### config.mk
export PLATFORM = sky130hd
export DESIGN_NAME = zjh_seg_scan
export DESIGN_NICKNAME = d
export VERILOG_FILES = /design/src/rtl/zjh_seg_pkg.sv /design/src/rtl/zjh_hex7seg.sv /design/src/rtl/zjh_seg_scan.sv
export SDC_FILE = /design/constraint.sdc
export NUM_CORES = 1
export LEC_CHECK = 0
export CELL_PAD_IN_SITES_DETAIL_PLACEMENT = 0
export CELL_PAD_IN_SITES_GLOBAL_PLACEMENT = 1
export CORE_UTILIZATION = 25
export CTS_CLUSTER_SIZE = 12
export DETAILED_ROUTE_END_ITERATION = 6
export GPL_TIMING_DRIVEN = 0
export PLACE_DENSITY = 0.46
export SYNTH_ARGS = -nofsm -noshare
export SYNTH_HDL_FRONTEND = slang
export SYNTH_SLANG_ARGS = --single-unit
### constraint.sdc
create_clock -name Clock -period 5.75 [get_ports Clock]
set_input_delay 0.575 -clock Clock [delete_from_list [all_inputs] [get_ports Clock]]
set_output_delay 0.575 -clock Clock [all_outputs]
set_load 0.02 [all_outputs]
### src/rtl/zjh_seg_pkg.sv
// Shared types, constants and helpers for the zjh_seg_scan display driver.
// Segment encoding is active-high {g,f,e,d,c,b,a}.
package zjh_seg_pkg;

  typedef enum logic {
    BLANK = 1'b0,
    SHOW  = 1'b1
  } state_t;

  localparam logic [6:0] SEG_BLANK = 7'h00;
  localparam logic [3:0] SEL_D0    = 4'b1110;

  function automatic logic [6:0] hexdec(input logic [3:0] nib);
    logic [6:0] pat;
    case (nib)
      4'h0: pat = 7'h3F;
      4'h1: pat = 7'h06;
      4'h2: pat = 7'h5B;
      4'h3: pat = 7'h4F;
      4'h4: pat = 7'h66;
      4'h5: pat = 7'h6D;
      4'h6: pat = 7'h7D;
      4'h7: pat = 7'h07;
      4'h8: pat = 7'h7F;
      4'h9: pat = 7'h6F;
      4'hA: pat = 7'h77;
      4'hB: pat = 7'h7C;
      4'hC: pat = 7'h39;
      4'hD: pat = 7'h5E;
      4'hE: pat = 7'h79;
      default: pat = 7'h71;
    endcase
    return pat;
  endfunction

  // Active-low select is valid only with exactly one low bit.
  function automatic logic sel_onehot(input logic [3:0] y_n);
    return ($countones(~y_n) == 1);
  endfunction

  function automatic logic [1:0] sel_idx(input logic [3:0] y_n);
    logic [1:0] idx;
    idx = 2'd0;
    for (int i = 0; i < 4; i++) begin
      if (!y_n[i]) idx = 2'(i);
    end
    return idx;
  endfunction

endpackage

### src/rtl/zjh_hex7seg.sv
// Combinational nibble to seven-segment decoder.
module zjh_hex7seg
  import zjh_seg_pkg::*;
(
  input  logic [3:0] nib,
  output logic [6:0] seg
);

  assign seg = hexdec(nib);

endmodule

### src/rtl/zjh_seg_scan.sv
// Seven-segment scan driver: select sampling, double-buffered display word,
// ghosting guard FSM and sticky select-error flag.
// Optional leading-zero blanking is enabled by defining ZJH_SEG_LZB_EN.
module zjh_seg_scan
  import zjh_seg_pkg::*;
#(
  parameter int BLANK_CYC = 2,
  parameter int CNT_W     = 4
) (
  input  logic        Clock,
  input  logic        Aclr,
  input  logic [3:0]  Y_n,
  input  logic        wr_valid,
  input  logic [15:0] wr_data,
  output logic        wr_ready,
  output logic [6:0]  seg,
  output logic [3:0]  dig_n,
  output logic        sel_err
);

  logic [3:0]       y_q;
  logic             seen_reg;
  logic [15:0]      active_reg, pend_reg;
  logic             pend_full_reg, pend_full_next;
  state_t           state_reg, state_next;
  logic [CNT_W-1:0] guard_reg, guard_next;
  logic [6:0]       seg_reg, seg_next;
  logic             err_reg, err_next;

  logic       change, frame_start, accept, sel_ok, lead_zero;
  logic [1:0] sel;
  logic [3:0] nib;
  logic [6:0] dec_seg;

  assign change      = (y_q != Y_n);
  assign frame_start = change && (Y_n == SEL_D0);
  assign accept      = wr_valid && !pend_full_reg;
  assign sel_ok      = sel_onehot(y_q);
  assign sel         = sel_idx(y_q);
  assign nib         = 4'(active_reg >> {sel, 2'b00});

  zjh_hex7seg u_dec (
    .nib (nib),
    .seg (dec_seg)
  );

`ifdef ZJH_SEG_LZB_EN
  // Blank a digit when it and every higher nibble are zero; digit 0 always shows.
  assign lead_zero = (sel != 2'd0) && ((active_reg >> {sel, 2'b00}) == 16'h0);
`else
  assign lead_zero = 1'b0;
`endif

  always_comb begin
    state_next     = state_reg;
    guard_next     = guard_reg;
    pend_full_next = pend_full_reg;
    if (accept) begin
      pend_full_next = 1'b1;
    end else if (frame_start) begin
      pend_full_next = 1'b0;
    end
    if (change || !sel_ok) begin
      state_next = BLANK;
      guard_next = '0;
    end else if (state_reg == BLANK) begin
      if (guard_reg == CNT_W'(BLANK_CYC - 1)) begin
        state_next = SHOW;
      end else begin
        guard_next = guard_reg + 1'b1;
      end
    end
    seg_next = (state_next == SHOW && !lead_zero) ? dec_seg : SEG_BLANK;
    // The reset value in y_q is not a real sample and must not flag an error.
    err_next = err_reg | (seen_reg && !sel_ok);
  end

  always_ff @(posedge Clock or negedge Aclr) begin
    if (!Aclr) begin
      y_q           <= 4'hF;
      seen_reg      <= 1'b0;
      active_reg    <= 16'h0;
      pend_reg      <= 16'h0;
      pend_full_reg <= 1'b0;
      state_reg     <= BLANK;
      guard_reg     <= '0;
      seg_reg       <= SEG_BLANK;
      err_reg       <= 1'b0;
    end else begin
      y_q           <= Y_n;
      seen_reg      <= 1'b1;
      if (frame_start && pend_full_reg) active_reg <= pend_reg;
      if (accept) pend_reg <= wr_data;
      pend_full_reg <= pend_full_next;
      state_reg     <= state_next;
      guard_reg     <= guard_next;
      seg_reg       <= seg_next;
      err_reg       <= err_next;
    end
  end

  assign wr_ready = !pend_full_reg;
  assign seg      = seg_reg;
  assign dig_n    = y_q;
  assign sel_err  = err_reg;

endmodule

Word level (Yosys, flattened, before mapping)
Memories as Yosys holds them, arrays and structs flattened.
Cells that the tools add are included.
- output and inout port bits: 13
- input port bits: 23
- logic and storage cells: 44
- register bits: 51
- memory bits (read-only): 112
- memories: 1
- memories (memory ; depth ; width ; rd ports ; clocked after memory_dff ; write ports ; RTL line ; source):
    (name not given) ; 16 ; 7 ; 1 ; 0 ; 0 ; zjh_seg_pkg.sv:15 ; case (nib)
- bitwise operators: 2
- muxes and demuxes: 12
- add/sub/neg operators: 4
- eq/ne operators: 6
- reductions and logical operators: 9
- shift operators: 1
- operator list (kind ; number):
    $shr 16x4->4 ; 1
    $mux 4 ; 3
    $mux 7 ; 1
    $mux 1 ; 6
    $add 1x1->2 ; 2
    $add 4x1->4 const B ; 1
    $eq 4x1->1 const B ; 1
    $eq 4x4->1 const B ; 1
    $logic_and 1x1->1 ; 4
    $mux 2 ; 2
    $ne 4x4->1 ; 1
    $not 4->4 ; 1
    $add 2x2->3 ; 1
    $eq 3x1->1 const B ; 1
    $logic_not 1->1 ; 2
    $ne 2x1->1 const B ; 1
    $ne 2x2->1 const B ; 1
    $reduce_and 2->1 ; 1
    $reduce_bool 2->1 ; 1
    $logic_or 1x1->1 ; 1
    $or 1x1->1 ; 1

Depth between registers and ports, before layout
Gate-level depths: netlist of the first run.
- depth in word-level cells: 8
- mapped depth: 10
- depth with buffers taken out: 9

By module
A second synthesis of the first run with hierarchy kept.
- cells, all modules: 182
- area total of the unflattened synthesis: 2477.4 µm²
- modules (own cells, without submodules) (module ; sequential area each (µm²) ; area an instance (µm²) ; times used ; cells each):
    zjh_seg_scan ; 1281.2 ; 2189.6 ; 1 ; 149
    zjh_hex7seg ; 0.0 ; 287.8 ; 1 ; 33

Least setup slack after synthesis of the first run
OpenSTA, ideal clock, no wires.
- kind: register to register
- start point: register y_q[1] (netlist: dig_n[1])
- end point: register seg_reg[0] (netlist: seg[0])
- path slack: 3322 ps
- clock period less this slack: 2428 ps
- setup time: 71 ps
- data arrival time: 2357 ps
- required time: 5679 ps
- buffers on the path: 1
- cell stages (with the launch flop): 10
- path through: dfstp_2 > buf_6 > mux2i_1 > a21oi_1 > a21oi_1 > inv_1 > ha_1 > or3b_2 > o221a_2 > nor2_1
- cells in the longest elaborated chain, start to end: 8
- elaborated cells between the ends (all ways): 14
- classes of those cells: add/sub (2); eq/ne (2); shift (1); mux (5); bitwise (1); reduce/logical (2); memory (1)
- RTL lines (what ; RTL line ; source):
    start: declaration ; zjh_seg_scan.sv:21 ; logic [3:0] y_q;
    start signal: assignment ; zjh_seg_scan.sv:90 ; y_q <= Y_n;
    branches (longest 7 deep; another with $mem_v2 16x7) ; - ;
    $mux 7 * ; zjh_seg_scan.sv:73 ; seg_next = (state_next == SHOW && !lead_zero) ? dec_seg : SEG_BLANK;
    net seg_next[0] ; zjh_seg_scan.sv:27 ; logic [6:0] seg_reg, seg_next;
    end signal: assignment ; zjh_seg_scan.sv:97 ; seg_reg <= seg_next;
    end: declaration ; zjh_seg_scan.sv:27 ;
Mark *: on every way through the listed nets, which the timed path passes.
A chain may end at the register's enable or synchronous reset.

Worst setup path in the final report of the first run
Ends and elaborated chain as after synthesis.

==> summary.md, run 1 <==
| Metric | Value |
|---|---|
| Outcome | finished, final reports clean |
| LEAKAGE | 1.31 nW |
| Clock period minus worst slack | 2.69 ns |
| Synth warn | 0 |
| Setup Crit Path Kind | flip-flop to flip-flop |
| Post-synth net total | 220 |
| Drt wl/cell | 13.0 µm |
| Primary FF master, synth | dfrtp_1 |
| Via count | 1,458 |
| Clk root buf | clkbuf_8 |
| DRT antenna net count | 0 |
| Hold WC Path Type | input pin to asynchronous set/reset pin |
| Setup TNS | 0 ns |
| Post-layout net count | 263 |
| Largest net degree at the start of global routing | 37 |
| CTS sink cnt | 51 |
| GPL Wtd Cong | 0.665 |
| Synthesized area | 2420 µm² |
| Mean Syn Cell Area | 13.0 µm² |
| Post-synth ARST share | 100% |
| RSZ-0062 raised after global routing | false |
| CP startpoint kind | flip-flop |
| Syn-to-layout area delta | 26.0% |
| CTS resizes | 0 |
| Synth unique cells | 38 |
| Initial antenna violation count | 0 |
| Cell Rows | 35 |
| First-pass GRT wire length | 8180 µm |
| Die X | 100 µm |
| Synth Register Bits | 51 |
| # diodes | 0 |
| Final core occ | 32.7% |
| Worst path cell trace | buf_6, mux2i_1, a21oi_1, a21oi_1, inv_1, ha_1, or3b_2, o221a_2, nor2_1 |
| Core footprint | 9330 µm² |
| CP Capture Type | flip-flop |
| Sequential-to-total area share from yosys stat | 52.9% |
| Ports | 36 |
| Clock Skew | 0.00696 ns |
| Clock Latency Late Sink | 0.30 ns |
| Max-Slew Margin vs Limit | 59.6% |
| DP Wirelength | 3460 µm |
| Critical Path Fanout Max | 6 |
| Final Power | 0.00103 W |
| Hold-fix buffers, CTS | 0 |
| Total GRT Usage | 10.7% |
| CTS clock-pin slew for the worst setup and hold paths | 0.10 ns |
| Vias per cell | 4.06 |
| Crit-path slowest cell | dfstp_2 |
| Final Hold Vio Count | 0 |
| Syn Inst Count | 186 |
| Vias in the first global route | 1,599 |
| Die area | 10,100 µm² |
| Design area | 3050 µm² |
| Cell area after placement | 2950 µm² |
| Initial Util | 26.0% |
| Highest clock rate | 371 MHz |
| Pins over their slew limit | 0 |
| PD cells | 336 nW/µm² |
| PortBufs | 35 |
| DRC violation count after routing | 0 |
| DRT iter0 DRCs | 31 |
| Max incr delay on CP | 0.58 ns |
| Postcts setup bufs | 0 |
| Area of the multi-input gates | 1040 µm² |
| Fill count | 961 |
| Arr. time, crit path | 2.94 ns |
| Register Area | 1280 µm² |
| Worst EP required | 5.99 ns |
| Worst VDD drop | 130 µV |
| Crit share post-route | 46.9% |
| TritonCTS Buffers | 5 |
| Most used cell, CP | a21oi_1 |
| Die Ht | 100 µm |
| Fraction of layout cells with a size suffix above 1 | 28.3% |
| GR Overflow Total | 0 |
| CTS tree | done |
| Longest Clk Path Bufs | 2 |
| WL final | 4680 µm |
| H-tree depth | 2 |
| Final setup vio count | 0 |
| MaxCap Viol Count | 0 |
| First drt pass iteration count | 4 |
| EDFF count, synth | 0 |
| Worst-margin pin slew | 0.606 ns |
power by group:
| group | switching [W] | total (W) | leakage, nW | internal (W) |
|---|---|---|---|---|
| Sequential | 0.0000474 | 0.000501 | 0.623 | 0.000453 |
| Clock | 0.000124 | 0.000234 | 0.0505 | 0.000110 |
| Combinational | 0.000137 | 0.000291 | 0.632 | 0.000154 |
final cells by class:
type / instances / area share, %
inverters: 11 / 1.35
multi-input cells: 115 / 34.0
flip-flops and latches: 51 / 42.0
well taps: 129 / 5.29
repair buffers: 36 / 12.0
clock inverters: 1 / 0.246
clock buffers: 7 / 3.16
plain buffers: 9 / 2.01
cells in the final DEF (no fill, tap or decap), types with 4 or more instances in the layout:
cell / instances
a21oi_1: 5
buf_2: 5
clkbuf_8: 7
clkdlybuf4s50_1: 34
dfrtp_1: 47
dfstp_2: 4
ha_1: 10
inv_1: 11
mux2_2: 32
mux2i_1: 8
nand2_1: 7
nor2_1: 14
xor2_1: 6
worst max-delay path, delay by kind of cell (launching register included):
kind | cells | cell delay [ns]
flip-flops | 1 | 0.58
buffers and inverters | 2 | 0.32
adder cells (fa/ha/maj) | 1 | 0.29
AND/OR/NAND/NOR | 2 | 0.55
multiplexers | 1 | 0.20
AO/OA/AOI/OAI | 3 | 0.69
path summary, 6_finish.rpt:
check / start / to / slack (ns) / cells past startpoint
min in group Clock: seen_reg / sel_err / 0.46 / 1
min reg2reg: seen_reg / sel_err / 0.46 / 1
max: dig_n[1] / seg[0] / 3.06 / 9
max in group asynchronous: Aclr / dig_n[2] / 4.95 / 2
max reg2reg: dig_n[1] / seg[0] / 3.06 / 9
min: Aclr / pend_reg[7] / 0.19 / 1
logic make-up after synthesis:
family,count (synthesis),share of synthesized area (%)
AOI/OAI and AO/OA,18,6.41
xor gates and xnor gates,8,3.20
and+or+nand+nor,37,8.94
adders and majority gates,11,5.99
other,1,0.155
DFF,51,52.9
muxes,40,18.2
buffers and inverters,20,4.24
per-stage QoR:
stage	hold WS [ns]	std cells	setup WS, ns
after floorplan	0.279	186	3.32
after global placement	0.441	350	2.38
after detailed placement	0.441	351	3.01
after CTS	0.203	359	2.99
after global routing	0.207	359	2.83
final	0.193	359	3.06
cells in the mapped netlist, types with 2 or more instances:
cell,count,area share (%)
ha_1,10,5.2
dfrtp_1,47,49
a21oi_1,5,1.0
o21ai_0,3,0.62
nor2b_1,3,0.77
mux2i_1,8,3.3
inv_1,11,1.7
nand2_1,7,1.1
dfstp_2,4,4.3
nand3b_1,3,0.93
nand2b_1,2,0.52
a221oi_2,2,1.2
nor2_1,14,2.2
a311oi_2,2,1.2
mux2_2,32,15
buf_2,4,0.83
buf_6,3,1.4
xor2_1,6,2.2
per-layer routing:
metal  track usage [%]  vias to the layer above  part of all wire, %
met3              2.92                        4                  4.1
met4              3.34                        0                  1.1
li1                  -                      713                    -
met2              16.3                       26                   45
met5                 0                        -                    0
met1              14.7                      715                   50
No activity file was read; power rests on OpenSTA's default activity.
==> inputs of run 2 (changes only) <==
==> constraint.sdc (replaced) <==
create_clock -name Clock -period 2.8 [get_ports Clock]
set_input_delay 0.28 -clock Clock [delete_from_list [all_inputs] [get_ports Clock]]
set_output_delay 0.28 -clock Clock [all_outputs]
set_load 0.02 [all_outputs]
==> run 2 against run 1 <==
  * Clock power up 110%
  * Critical path type unchanged
  * Total power up 110%
  * Final cell count up 0.28%
  * Worst setup slack worse by 2.7 ns
  * Fmax up 8.2%
  * Via count up 0.41%
  * Die area unchanged
  * Wire length about the same
  * Worst hold slack better by 0.24 ns
  * Register-to-register slack worse by 2.7 ns
  * Combinational power up 110%
  * Clock skew about the same
==> summary.md, run 2 (synthesized netlist as in run 1, its figures left out) <==
| Metric | Value |
|---|---|
| Outcome | finished, final reports clean |
| Clock period minus worst slack | 2.49 ns |
| Setup Crit Path Kind | flip-flop to flip-flop |
| GR Overflow Total | 0 |
| Drt wl/cell | 13.0 µm |
| Die X | 100 µm |
| DRT iter0 DRCs | 29 |
| WL final | 4680 µm |
| H-tree depth | 2 |
| Arr. time, crit path | 2.73 ns |
| Worst path top cell family by delay | flip-flops |
| CP startpoint kind | flip-flop |
| MaxCap Viol Count | 0 |
| Worst-margin pin slew | 0.606 ns |
| Vias per cell | 4.07 |
| Via count | 1,464 |
| GPL Wtd Cong | 0.665 |
| Clk root buf | clkbuf_8 |
| Most common library cell in the layout ignoring fill and taps | dfrtp_1 |
| LEAKAGE | 1.31 nW |
| PD cells | 688 nW/µm² |
| Placed cells | 351 |
| Worst path cell trace | buf_6, mux2i_1, a21oi_1, a21oi_2, inv_1, ha_1, or3b_2, o221a_2, nor2_1 |
| Initial antenna violation count | 0 |
| Final setup vio count | 0 |
| Fraction of layout cells with a size suffix above 1 | 28.6% |
| CP Capture Type | flip-flop |
| RSZ-0062 raised after global routing | false |
| Cell area after placement | 2950 µm² |
| Crit-path slowest cell | dfstp_2 |
| Longest Clk Path Bufs | 2 |
| Design area | 3070 µm² |
| TritonCTS Buffers | 5 |
| Fill count | 962 |
| CTS tree | done |
| Die Ht | 100 µm |
| Critical Path Fanout Max | 6 |
| Pins over their slew limit | 0 |
| Final Hold Vio Count | 0 |
| Initial Util | 26.0% |
| First drt pass iteration count | 4 |
| Clock Skew | 0.00696 ns |
| Clock Latency Late Sink | 0.30 ns |
| Die area | 10,100 µm² |
| CTS sink cnt | 51 |
| CTS clock-pin slew for the worst setup and hold paths | 0.10 ns |
| DRT antenna net count | 0 |
| Worst EP required | 3.04 ns |
| Area of the multi-input gates | 1040 µm² |
| # diodes | 0 |
| Max-Slew Margin vs Limit | 59.6% |
| Largest net degree at the start of global routing | 37 |
| Most frequent cells in the layout | 47 x dfrtp_1, 34 x clkdlybuf4s50_1, 32 x mux2_2 |
| First-pass GRT wire length | 8190 µm |
| Ports | 36 |
| Register Area | 1280 µm² |
| Max incr delay on CP | 0.58 ns |
| DRC violation count after routing | 0 |
| Highest clock rate | 401 MHz |
| Core footprint | 9330 µm² |
| PortBufs | 35 |
| Hold WC Path Type | input pin to asynchronous set/reset pin |
| Buffer and inverter count on the worst path | 2 |
| Vias in the first global route | 1,605 |
| Syn-to-layout area delta | 26.6% |
| Crit share post-route | 89.0% |
| Worst VDD drop | 266 µV |
| Post-layout net count | 264 |
| Final Instance Count excl. Fillers | 360 |
| R2r setup slk | 0.31 ns |
| Cell Rows | 35 |
| DP Wirelength | 3460 µm |
| Total GRT Usage | 10.7% |
run 2: path summary, 6_finish.rpt:
path,startpoint,depth (start not counted),endpoint
max,dig_n[1],9,seg[0]
min,Aclr,2,pend_reg[7]
max reg2reg,dig_n[1],9,seg[0]
min reg2reg,seen_reg,1,sel_err
max in group asynchronous,Aclr,3,dig_n[2]
min in group Clock,Y_n[3],1,dig_n[3]
run 2: layer usage:
metal  up-vias  part of all wire [%]  GRT usage (%)
li1        715                     -              -
met1       719                    50           14.7
met2        26                    45           16.4
met3         4                   4.1           2.92
met4         0                   1.1           3.34
met5         -                     0              0
run 2: worst reg2reg max path, delay by kind of cell (launching register included):
kind            cells  cell delay [ns]
fa+ha+maj           1             0.27
mux                 1             0.20
flops               1             0.58
compound gates      3             0.54
buf+inv             2             0.29
simple gates        2             0.55
run 2: layout make-up:
cell class	instances	area share (%)
Buffer	9	2.00
Clock buffer	7	3.14
Clock inverter	1	0.245
Inverter	11	1.35
Multi-Input combinational cell	115	34.0
Sequential cell	51	41.8
Tap cell	129	5.26
Timing Repair Buffer	37	12.2
run 2: per-stage QoR:
step	hold WS (ns)	utilization [%]	total power [W]	setup WS, ns	TNS, ns
after global routing	0.440	32.9	0.00228	0.121	0
after detailed placement	0.251	31.6	0.00167	0.0606	0
after CTS	0.443	32.8	0.00216	0.0424	0
after global placement	0.441	31.5	0.00166	-0.279	-12.90
final	0.435	32.9	0.00211	0.308	0
after floorplan	-0.0156	-	0.00147	0.372	0
run 2: repair_timing:
| action | CTS | global route |
|---|---|---|
| resized for setup | 0 | 1 |
| hold buffers | 1 | 0 |
| endpoints found under the hold margin | 15 | 0 |
| setup buffers | 0 | 0 |
| setup endpoints to repair | 0 | 1 |
run 2: power breakdown:
group	internal, W	total [W]	switching (W)	leakage, nW
logic	0.000318	0.000600	0.000282	0.637
clock network	0.000225	0.000480	0.000254	0.0505
registers	0.000931	0.00103	0.0000988	0.623
